**src/rtl/system_mem_loader_if.sv**
```systemverilog
// Byte-stream input and system-memory write bus of the memory loader.
// The master modport is the loader side; slave is the stream source / memory side.
interface system_mem_loader_if;
    logic        byte_valid;
    logic [7:0]  byte_data;
    logic        byte_ready;
    logic        tbCTRL;
    logic        WEN;
    logic        REN;
    logic [31:0] addr;
    logic [31:0] store;

    modport master (
        input  byte_valid, byte_data,
        output byte_ready, tbCTRL, WEN, REN, addr, store
    );

    modport slave (
        output byte_valid, byte_data,
        input  byte_ready, tbCTRL, WEN, REN, addr, store
    );
endinterface

```
**src/rtl/system_mem_loader.sv**
```systemverilog
// Assembles a little-endian byte stream into 32-bit words and writes them to
// consecutive word addresses of system memory while the CPU is held off.
module system_mem_loader #(
    parameter int WRITE_CYCLES = 2,
    parameter int ADDR_STRIDE  = 4
) (
    input  logic                 CLK,
    input  logic                 RST,
    input  logic                 load_start,
    input  logic [15:0]          base_addr,
    input  logic [15:0]          word_count,
    system_mem_loader_if.master  bus,
    output logic                 busy,
    output logic                 done,
    output logic [15:0]          words_written,
    output logic [1:0]           state_dbg
);
    typedef enum logic [1:0] {
        IDLE    = 2'd0,
        COLLECT = 2'd1,
        WRITE   = 2'd2,
        DONE    = 2'd3
    } state_t;

    state_t      state;
    logic [15:0] count_q;
    logic [1:0]  byte_idx;
    logic [3:0]  wait_cnt;

    localparam logic [3:0] LAST_WAIT = 4'(WRITE_CYCLES - 1);

    assign bus.REN   = 1'b0;
    assign state_dbg = state;

    // Stream handshake: a byte moves on a rising edge where byte_valid and
    // byte_ready are both high; byte_valid may drop at any time (stall), and
    // byte_ready is registered and high only in COLLECT.
    always_ff @(posedge CLK or posedge RST) begin
        if (RST) begin
            state          <= IDLE;
            count_q        <= '0;
            byte_idx       <= '0;
            wait_cnt       <= '0;
            bus.byte_ready <= 1'b0;
            bus.tbCTRL     <= 1'b0;
            bus.WEN        <= 1'b0;
            bus.addr       <= '0;
            bus.store      <= '0;
            busy           <= 1'b0;
            done           <= 1'b0;
            words_written  <= '0;
        end else begin
            case (state)
                IDLE: begin
                    done <= 1'b0;
                    if (load_start) begin
                        words_written <= '0;
                        bus.tbCTRL    <= 1'b1;
                        busy          <= 1'b1;
                        if (word_count != 16'd0) begin
                            count_q        <= word_count;
                            bus.addr       <= {16'b0, base_addr};
                            byte_idx       <= '0;
                            bus.byte_ready <= 1'b1;
                            state          <= COLLECT;
                        end else begin
                            done  <= 1'b1;
                            state <= DONE;
                        end
                    end
                end
                COLLECT: begin
                    if (bus.byte_valid && bus.byte_ready) begin
                        bus.store[{byte_idx, 3'b000} +: 8] <= bus.byte_data;
                        byte_idx <= byte_idx + 2'd1;
                        if (byte_idx == 2'd3) begin
                            bus.byte_ready <= 1'b0;
                            bus.WEN        <= 1'b1;
                            wait_cnt       <= '0;
                            state          <= WRITE;
                        end
                    end
                end
                WRITE: begin
                    if (wait_cnt == LAST_WAIT) begin
                        bus.WEN       <= 1'b0;
                        words_written <= words_written + 16'd1;
                        if ((words_written + 16'd1) == count_q) begin
                            done  <= 1'b1;
                            state <= DONE;
                        end else begin
                            bus.addr       <= bus.addr + 32'(ADDR_STRIDE);
                            byte_idx       <= '0;
                            bus.byte_ready <= 1'b1;
                            state          <= COLLECT;
                        end
                    end else begin
                        wait_cnt <= wait_cnt + 4'd1;
                    end
                end
                DONE: begin
                    done       <= 1'b0;
                    bus.tbCTRL <= 1'b0;
                    busy       <= 1'b0;
                    state      <= IDLE;
                end
                default: state <= IDLE;
            endcase
        end
    end
endmodule

```
**src/flat_wrapper.sv**
```systemverilog
// flat-port wrapper written by rule: the top's interface ports become plain ports
module system_mem_loader_flat 
#(
    parameter int WRITE_CYCLES = 2,
    parameter int ADDR_STRIDE  = 4
)
  (CLK, RST, load_start, base_addr, word_count, busy, done, words_written, state_dbg, bus_byte_valid, bus_byte_data, bus_byte_ready, bus_tbCTRL, bus_WEN, bus_REN, bus_addr, bus_store);
  system_mem_loader_if bus_i ();
  input  logic CLK;
  input  logic RST;
  input  logic load_start;
  input  logic [15:0] base_addr;
  input  logic [15:0] word_count;
  output logic busy;
  output logic done;
  output logic [15:0] words_written;
  output logic [1:0] state_dbg;
  input wire logic [$bits(bus_i.byte_valid)-1:0] bus_byte_valid;
  input wire logic [$bits(bus_i.byte_data)-1:0] bus_byte_data;
  output wire logic [$bits(bus_i.byte_ready)-1:0] bus_byte_ready;
  output wire logic [$bits(bus_i.tbCTRL)-1:0] bus_tbCTRL;
  output wire logic [$bits(bus_i.WEN)-1:0] bus_WEN;
  output wire logic [$bits(bus_i.REN)-1:0] bus_REN;
  output wire logic [$bits(bus_i.addr)-1:0] bus_addr;
  output wire logic [$bits(bus_i.store)-1:0] bus_store;
  assign bus_i.byte_valid = bus_byte_valid;
  assign bus_i.byte_data = bus_byte_data;
  assign bus_byte_ready = bus_i.byte_ready;
  assign bus_tbCTRL = bus_i.tbCTRL;
  assign bus_WEN = bus_i.WEN;
  assign bus_REN = bus_i.REN;
  assign bus_addr = bus_i.addr;
  assign bus_store = bus_i.store;
  system_mem_loader #(.WRITE_CYCLES(WRITE_CYCLES), .ADDR_STRIDE(ADDR_STRIDE)) u_core (.CLK(CLK), .RST(RST), .load_start(load_start), .base_addr(base_addr), .word_count(word_count), .bus(bus_i), .busy(busy), .done(done), .words_written(words_written), .state_dbg(state_dbg));
endmodule
```
**config.mk**
```make
export PLATFORM = sky130hd
export DESIGN_NAME = system_mem_loader_flat
export DESIGN_NICKNAME = d
export VERILOG_FILES = /design/src/rtl/system_mem_loader_if.sv /design/src/rtl/system_mem_loader.sv /design/src/flat_wrapper.sv
export SDC_FILE = /design/constraint.sdc
export NUM_CORES = 1
export LEC_CHECK = 0
export ABC_AREA = 1
export BUFFER_PORTS_ARGS = -buffer_cell sky130_fd_sc_hd__buf_2
export CORE_MARGIN = 10
export CORE_UTILIZATION = 50
export DETAILED_ROUTE_END_ITERATION = 6
export GPL_TIMING_DRIVEN = 0
export PLACE_DENSITY = 0.77
export SYNTH_ARGS = -nofsm -noshare
export SYNTH_HDL_FRONTEND = slang
export SYNTH_SLANG_ARGS = --single-unit
```
**constraint.sdc**
```tcl
create_clock -name CLK -period 3.3 [get_ports CLK]
set_clock_uncertainty 0.15 [all_clocks]
set_input_delay 0.495 -clock CLK [delete_from_list [all_inputs] [get_ports CLK]]
set_output_delay 0.495 -clock CLK [all_outputs]
set_load 0.01 [all_outputs]
```
==> results.json, run 1 <==
{
  "fin_total_pwr_w": 0.00271,
  "comb_power_share": 0.065,
  "place_inst": 1190,
  "antenna_found_initial": 0,
  "cts_buffers": 9,
  "clkTransAtPathRegs_ns": 0.07,
  "max_freq_mhz": 333,
  "start_util": 0.514,
  "grt_pass1_vias": 6430,
  "clk_latency_ns": 0.36,
  "drv_cap": 0,
  "cts_buffer_depth": 2,
  "cts_max_level": 3,
  "port_buffers": 130,
  "arrival_ns": 3.14,
  "synth_cell_types": 36,
  "synth_edf_count": 0,
  "required_ns": 3.44,
  "grt_pass1_wl_mm": 30.8,
  "diodes": 0,
  "worst_pin_slew_ns": 0.802,
  "p_per_area_nw_per_um2": 349,
  "place.gp.congestion": 0.943,
  "relSlewSlack": 0.463,
  "yosysSeqAreaShare": 0.415,
  "async_flop_share": 1.00,
  "synth_warnings": 0,
  "slowest_delay_ns": 0.55,
  "finalMaxSlewViolations": 0,
  "viasPerCell": 5.40,
  "grt_max_degree": 42,
  "hold_violations": 0,
  "vias": 6510,
  "cts_setup_buffers": 0,
  "holdWs_ns": 0.101,
  "die_area_um2": 18000,
  "wl_mm": 18.6,
  "hold_path.class": "in -> async",
  "period_share": 0.910,
  "ant_nets": 0,
  "overflow": 0,
  "syn-num-nets": 944,
  "seqPwrFrac": 0.497,
  "postCtsResizedCells": 0,
  "dp.final_hpwl_mm": 14.4,
  "hold_buffers": 0,
  "remaining_drc_errors": 0,
  "start_kind": "flop",
  "drt_pass1_iterations": 5,
  "synth_area_per_cell_um2": 7.36,
  "core_area_um2": 12700,
  "final-setup-viol-count": 0,
  "ys_seq_elements": 108,
  "io_pins": 132,
  "dp_slack_ns": 0.0781,
  "fin_tns_setup_ns": 0,
  "clock-root-buffer": "clkbuf_16",
  "avgRoutedWirePerCell_um": 15.4,
  "critPathCaptureType": "flop",
  "path_common_cell": "clkbuf_1",
  "intPower_w": 0.00208,
  "path_cells": "clkbuf_1, clkbuf_1, inv_1, ha_1, clkinvlp_4, nor2_2, nand3_1, nand2_1",
  "power_leakage_nw": 4.27,
  "path_max_fanout": 10,
  "synthFlopType": "dfrtp_1",
  "drive_above_1_share": 0.194,
  "path_class": "reg -> reg",
  "nets": 1086,
  "fillers": 1179,
  "vdd_drop_max_mv": 0.233,
  "rows": 41,
  "clockPowerShare": 0.438,
  "grtUsageTotal": 0.206,
  "fin_cells": 1205,
  "die_h_um": 134,
  "cts_tree": "built",
  "timing.final.ws_setup_ns": 0.298,
  "rsz0062_at_grt": "false",
  "status": "complete, no violations",
  "cts_sinks": 108,
  "syn_inst": 886,
  "area_growth_pct": 19.0,
  "slowest_stage": "ha_1",
  "drt_iter0_drc": 498,
  "swShare": 0.233,
  "die_w_um": 134,
  "p_switching_w": 0.000632,
  "fin_crit_ns": 3.00,
  "syn_area_um2": 6520
}
[cells in the final DEF (no fill, tap or decap), drive strengths merged, types with 3 or more instances in the layout]
cell type  count
inv           99
nand3         63
clkbuf        24
ha            14
nor3          16
nor2         112
o22ai          9
clkinvlp       5
bufinv         3
nor4          14
nand4         37
o21ai         85
buf          139
xor2          19
dfrtp        108
a21oi         15
nand3b         4
o31ai          5
nand2        249
[power by group through the flow]
stage | Combinational [W] | Sequential [W] | Clock, W
final | 0.000175 | 0.00135 | 0.00119
after global routing | 0.000200 | 0.00135 | 0.00127
after CTS | 0.000177 | 0.00135 | 0.00122
after detailed placement | 0.000176 | 0.00137 | 0
after global placement | 0.000167 | 0.00137 | 0
after floorplan | 0.0000993 | 0.00137 | 0
[routing by layer]
metal / global-route usage / up-vias / share of wire
li1: - / 3186 / -
met1: 0.246 / 2994 / 0.41
met2: 0.341 / 290 / 0.48
met3: 0.0639 / 40 / 0.087
met4: 0.0756 / 0 / 0.024
met5: 0 / - / 0
[state kept, by name, indices dropped and copies added (netlist names)]
register,count
u_core.bus.addr,32
u_core.bus.store,32
u_core.count_q,16
u_core.words_written,16
u_core.wait_cnt,4
u_core.byte_idx,2
u_core.state_dbg,2
u_core.bus.WEN,1
u_core.bus.byte_ready,1
u_core.bus.tbCTRL,1
u_core.done,1
[cell type report]
| class | instances | area (µm²) | share of cell area |
|---|---|---|---|
| flip-flops and latches | 108 | 2700 | 0.348 |
| clock buffers | 10 | 239 | 0.0308 |
| inverters | 103 | 408 | 0.0526 |
| clock inverters | 6 | 87.6 | 0.0113 |
| plain buffers | 21 | 128 | 0.0164 |
| repair buffers | 132 | 691 | 0.0890 |
| multi-input cells | 653 | 3290 | 0.424 |
| well taps | 172 | 215 | 0.0277 |
[critical path: cells and delay by family, from the launching register on]
family                     cells  cell delay (ns)
DFF                            1             0.48
and+or+nand+nor                3             0.54
adders and majority gates      1             0.55
buffers and inverters          4             1.22
[path summary, 6_finish.rpt]
check,startpoint,end,slack (ns),depth (start not counted)
worst max-delay path,u_core.byte_idx[0],u_core.bus.store[16],0.30,8
worst min-delay path,RST,u_core.bus.addr[7],0.10,2
worst max register to register,u_core.byte_idx[0],u_core.bus.store[16],0.30,8
worst min register to register,u_core.count_q[0],u_core.count_q[0],0.36,2
max in group asynchronous,RST,u_core.words_written[10],2.27,3
min in group CLK,word_count[5],u_core.count_q[5],0.21,3
[cells by family after synthesis]
logic type	Yosys count	synth area share
other	1	0.000575
adders and majority gates	14	0.0269
muxes	2	0.00346
xor gates and xnor gates	20	0.0269
AOI/OAI and AO/OA	118	0.109
buffers and inverters	125	0.0816
and+or+nand+nor	498	0.337
DFF	108	0.415
[cell usage after synthesis (2+ instances only)]
cell type	n	area, µm²
ha_1	14	175
o31ai_1	5	37.5
xor2_1	19	166
nor3_1	16	80.1
nand2_2	3	18.8
mux2_2	2	22.5
buf_4	2	15.0
nand2_1	245	920
o22ai_1	9	56.3
o21ai_2	24	210
clkbuf_1	15	56.3
nor2_1	106	398
nand3b_1	4	30.0
or2_2	2	12.5
nor2_4	5	56.3
inv_1	99	372
buf_6	4	45.0
a21oi_1	15	75.1
nor4_1	14	87.6
dfrtp_1	108	2700
nand4_1	37	231
clkinv_1	2	7.51
a31oi_1	2	12.5
nand3_1	62	310
o21ai_0	61	305
[stage by stage]
stage / util / area, µm²
after floorplan: - / 6520
after detailed placement: 0.586 / 7430
after global routing: 0.612 / 7760
after CTS: 0.612 / 7750
after global placement: 0.583 / 7390
final: 0.612 / 7760
Power figures use the tool's default switching activity.
==> run 2: changes to the inputs <==
--- a/config.mk
+++ b/config.mk
@@ -8,10 +8,10 @@
 export ABC_AREA = 1
 export BUFFER_PORTS_ARGS = -buffer_cell sky130_fd_sc_hd__buf_2
 export CORE_MARGIN = 10
-export CORE_UTILIZATION = 50
+export CORE_UTILIZATION = 55
 export DETAILED_ROUTE_END_ITERATION = 6
 export GPL_TIMING_DRIVEN = 0
-export PLACE_DENSITY = 0.77
+export PLACE_DENSITY = 0.8
 export SYNTH_ARGS = -nofsm -noshare
 export SYNTH_HDL_FRONTEND = slang
 export SYNTH_SLANG_ARGS = --single-unit
==> constraint.sdc (replaced) <==
create_clock -name CLK -period 3.82 [get_ports CLK]
set_clock_uncertainty 0.15 [all_clocks]
set_input_delay 0.573 -clock CLK [delete_from_list [all_inputs] [get_ports CLK]]
set_output_delay 0.573 -clock CLK [all_outputs]
set_load 0.01 [all_outputs]
==> results.json, run 2 (synthesized netlist as in run 1, its figures left out) <==
{
  "postCtsResizedCells": 0,
  "arrival_ns": 3.38,
  "clockPowerShare": 0.404,
  "final_common_cell": "nand2_1",
  "hold_violations": 0,
  "holdWs_ns": 0.242,
  "core_area_um2": 11500,
  "grt_max_degree": 67,
  "port_buffers": 130,
  "rows": 39,
  "timing.final.ws_setup_ns": 0.592,
  "fin_cells": 1175,
  "grt_pass1_vias": 6235,
  "drv_cap": 0,
  "die_h_um": 129,
  "grt_pass1_wl_mm": 30.0,
  "wl_mm": 18.3,
  "cts_buffers": 9,
  "worst_pin_slew_ns": 0.847,
  "io_pins": 132,
  "clk_latency_ns": 0.36,
  "hold_path.class": "in -> async",
  "intPower_w": 0.00165,
  "place_inst": 1160,
  "clock-root-buffer": "clkbuf_16",
  "r2r_start": "u_core.byte_idx[0]",
  "required_ns": 3.97,
  "relSlewSlack": 0.435,
  "grtUsageTotal": 0.222,
  "diodes": 0,
  "path_class": "reg -> reg",
  "seqPwrFrac": 0.527,
  "period_share": 0.845,
  "layout_common_cells": "245 x nand2_1, 130 x buf_2, 108 x dfrtp_1",
  "ant_nets": 0,
  "max_freq_mhz": 310,
  "die_w_um": 129,
  "hold_buffers": 0,
  "largest_registers": "u_core.bus.addr: 32 flops, u_core.bus.store: 32 flops",
  "cts_tree": "built",
  "crit_start": "u_core.byte_idx[0]",
  "nets": 1086,
  "antenna_found_initial": 0,
  "vias": 6445,
  "viasPerCell": 5.49,
  "start_util": 0.566,
  "grt_util_met3": 0.0604,
  "area_growth_pct": 17.4,
  "avgRoutedWirePerCell_um": 15.6,
  "cts_max_level": 3,
  "drive_above_1_share": 0.189,
  "globalRouteMet1Util": 0.275,
  "dp_slack_ns": 0.673,
  "remaining_drc_errors": 0,
  "path_max_fanout": 10,
  "die_area_um2": 16600,
  "drt_iter0_drc": 549,
  "overflow": 0,
  "cts_buffer_depth": 2,
  "final-setup-viol-count": 0,
  "cts_setup_buffers": 0,
  "clkTransAtPathRegs_ns": 0.08,
  "p_per_area_nw_per_um2": 288,
  "finalInstanceArea_um2": 7650,
  "critPathCaptureType": "flop",
  "power_leakage_nw": 4.24,
  "status": "complete, no violations",
  "grtUsageMet2": 0.363,
  "place.gp.congestion": 0.939,
  "finalMaxSlewViolations": 0,
  "busiest_layer": "met2",
  "post_dp_cell_area_um2": 7380,
  "fin_crit_ns": 3.23,
  "start_kind": "flop",
  "cts_sinks": 108,
  "vdd_drop_max_mv": 0.206,
  "rsz0062_at_grt": "false",
  "dp.final_hpwl_mm": 13.9,
  "fin_tns_setup_ns": 0,
  "comb_power_share": 0.068,
  "drt_pass1_iterations": 5,
  "swShare": 0.253,
  "p_switching_w": 0.000559
}
[run 2: changes by cell type in the layout (fill, tap and decap cells not counted), sizes merged]
cell      change
bufinv        -2
buf           -1
clkinv        +1
inv           +3
clkinvlp      -2
[run 2: layer usage]
| metal | part of all wire | wire (µm) | up-vias |
|---|---|---|---|
| met5 | 0 | 0 | - |
| met4 | 0.026 | 468 | 0 |
| met3 | 0.077 | 1420 | 35 |
| li1 | - | - | 3192 |
| met2 | 0.47 | 8660 | 245 |
| met1 | 0.43 | 7800 | 2973 |
[run 2: final timing paths]
| kind | to | slack (ns) | cells after the start |
|---|---|---|---|
| setup / recovery | u_core.bus.store[23] | 0.59 | 9 |
| hold / removal | u_core.bus.store[6] | 0.24 | 2 |
| setup reg to reg | u_core.bus.store[23] | 0.59 | 9 |
| hold reg to reg | u_core.bus.store[18] | 0.36 | 2 |
| max in group asynchronous | u_core.words_written[14] | 2.57 | 3 |
| min in group CLK | u_core.count_q[7] | 0.29 | 3 |
[run 2: metrics by stage]
stage | util | total power (W)
floorplan | - | 0.00127
global placement | 0.638 | 0.00133
detailed placement | 0.641 | 0.00134
CTS | 0.664 | 0.00223
global route | 0.664 | 0.00229
finish | 0.664 | 0.00221
[run 2: power groups by stage]
| stage | Sequential [W] | Clock (W) | Combinational (W) |
|---|---|---|---|
| 6_report | 0.00116 | 0.000892 | 0.000151 |
| 5_1_grt | 0.00117 | 0.000949 | 0.000171 |
| 4_1_cts | 0.00116 | 0.000910 | 0.000151 |
| 3_5_place_dp | 0.00119 | 0 | 0.000151 |
| 3_3_place_gp | 0.00119 | 0 | 0.000145 |
| 2_1_floorplan | 0.00119 | 0 | 0.0000855 |
[run 2: area by class of cell]
type / count / area, µm²
repair buffers: 131 / 678
flip-flops and latches: 108 / 2700
clock buffers: 9 / 225
fillers: 1022 / 3860
multi-input cells: 653 / 3280
well taps: 143 / 179
plain buffers: 22 / 131
clock inverters: 6 / 48.8
inverters: 103 / 403
[run 2: critical path, cell delays in order, from the launching register on]
cell and delay [ns]:
dfrtp_1 0.47, clkbuf_1 0.36, clkbuf_1 0.37, inv_1 0.15, ha_1 0.31, clkbuf_1 0.33, clkinv_1 0.35, nor2_1 0.46
nand3_1 0.15, nand2_1 0.09
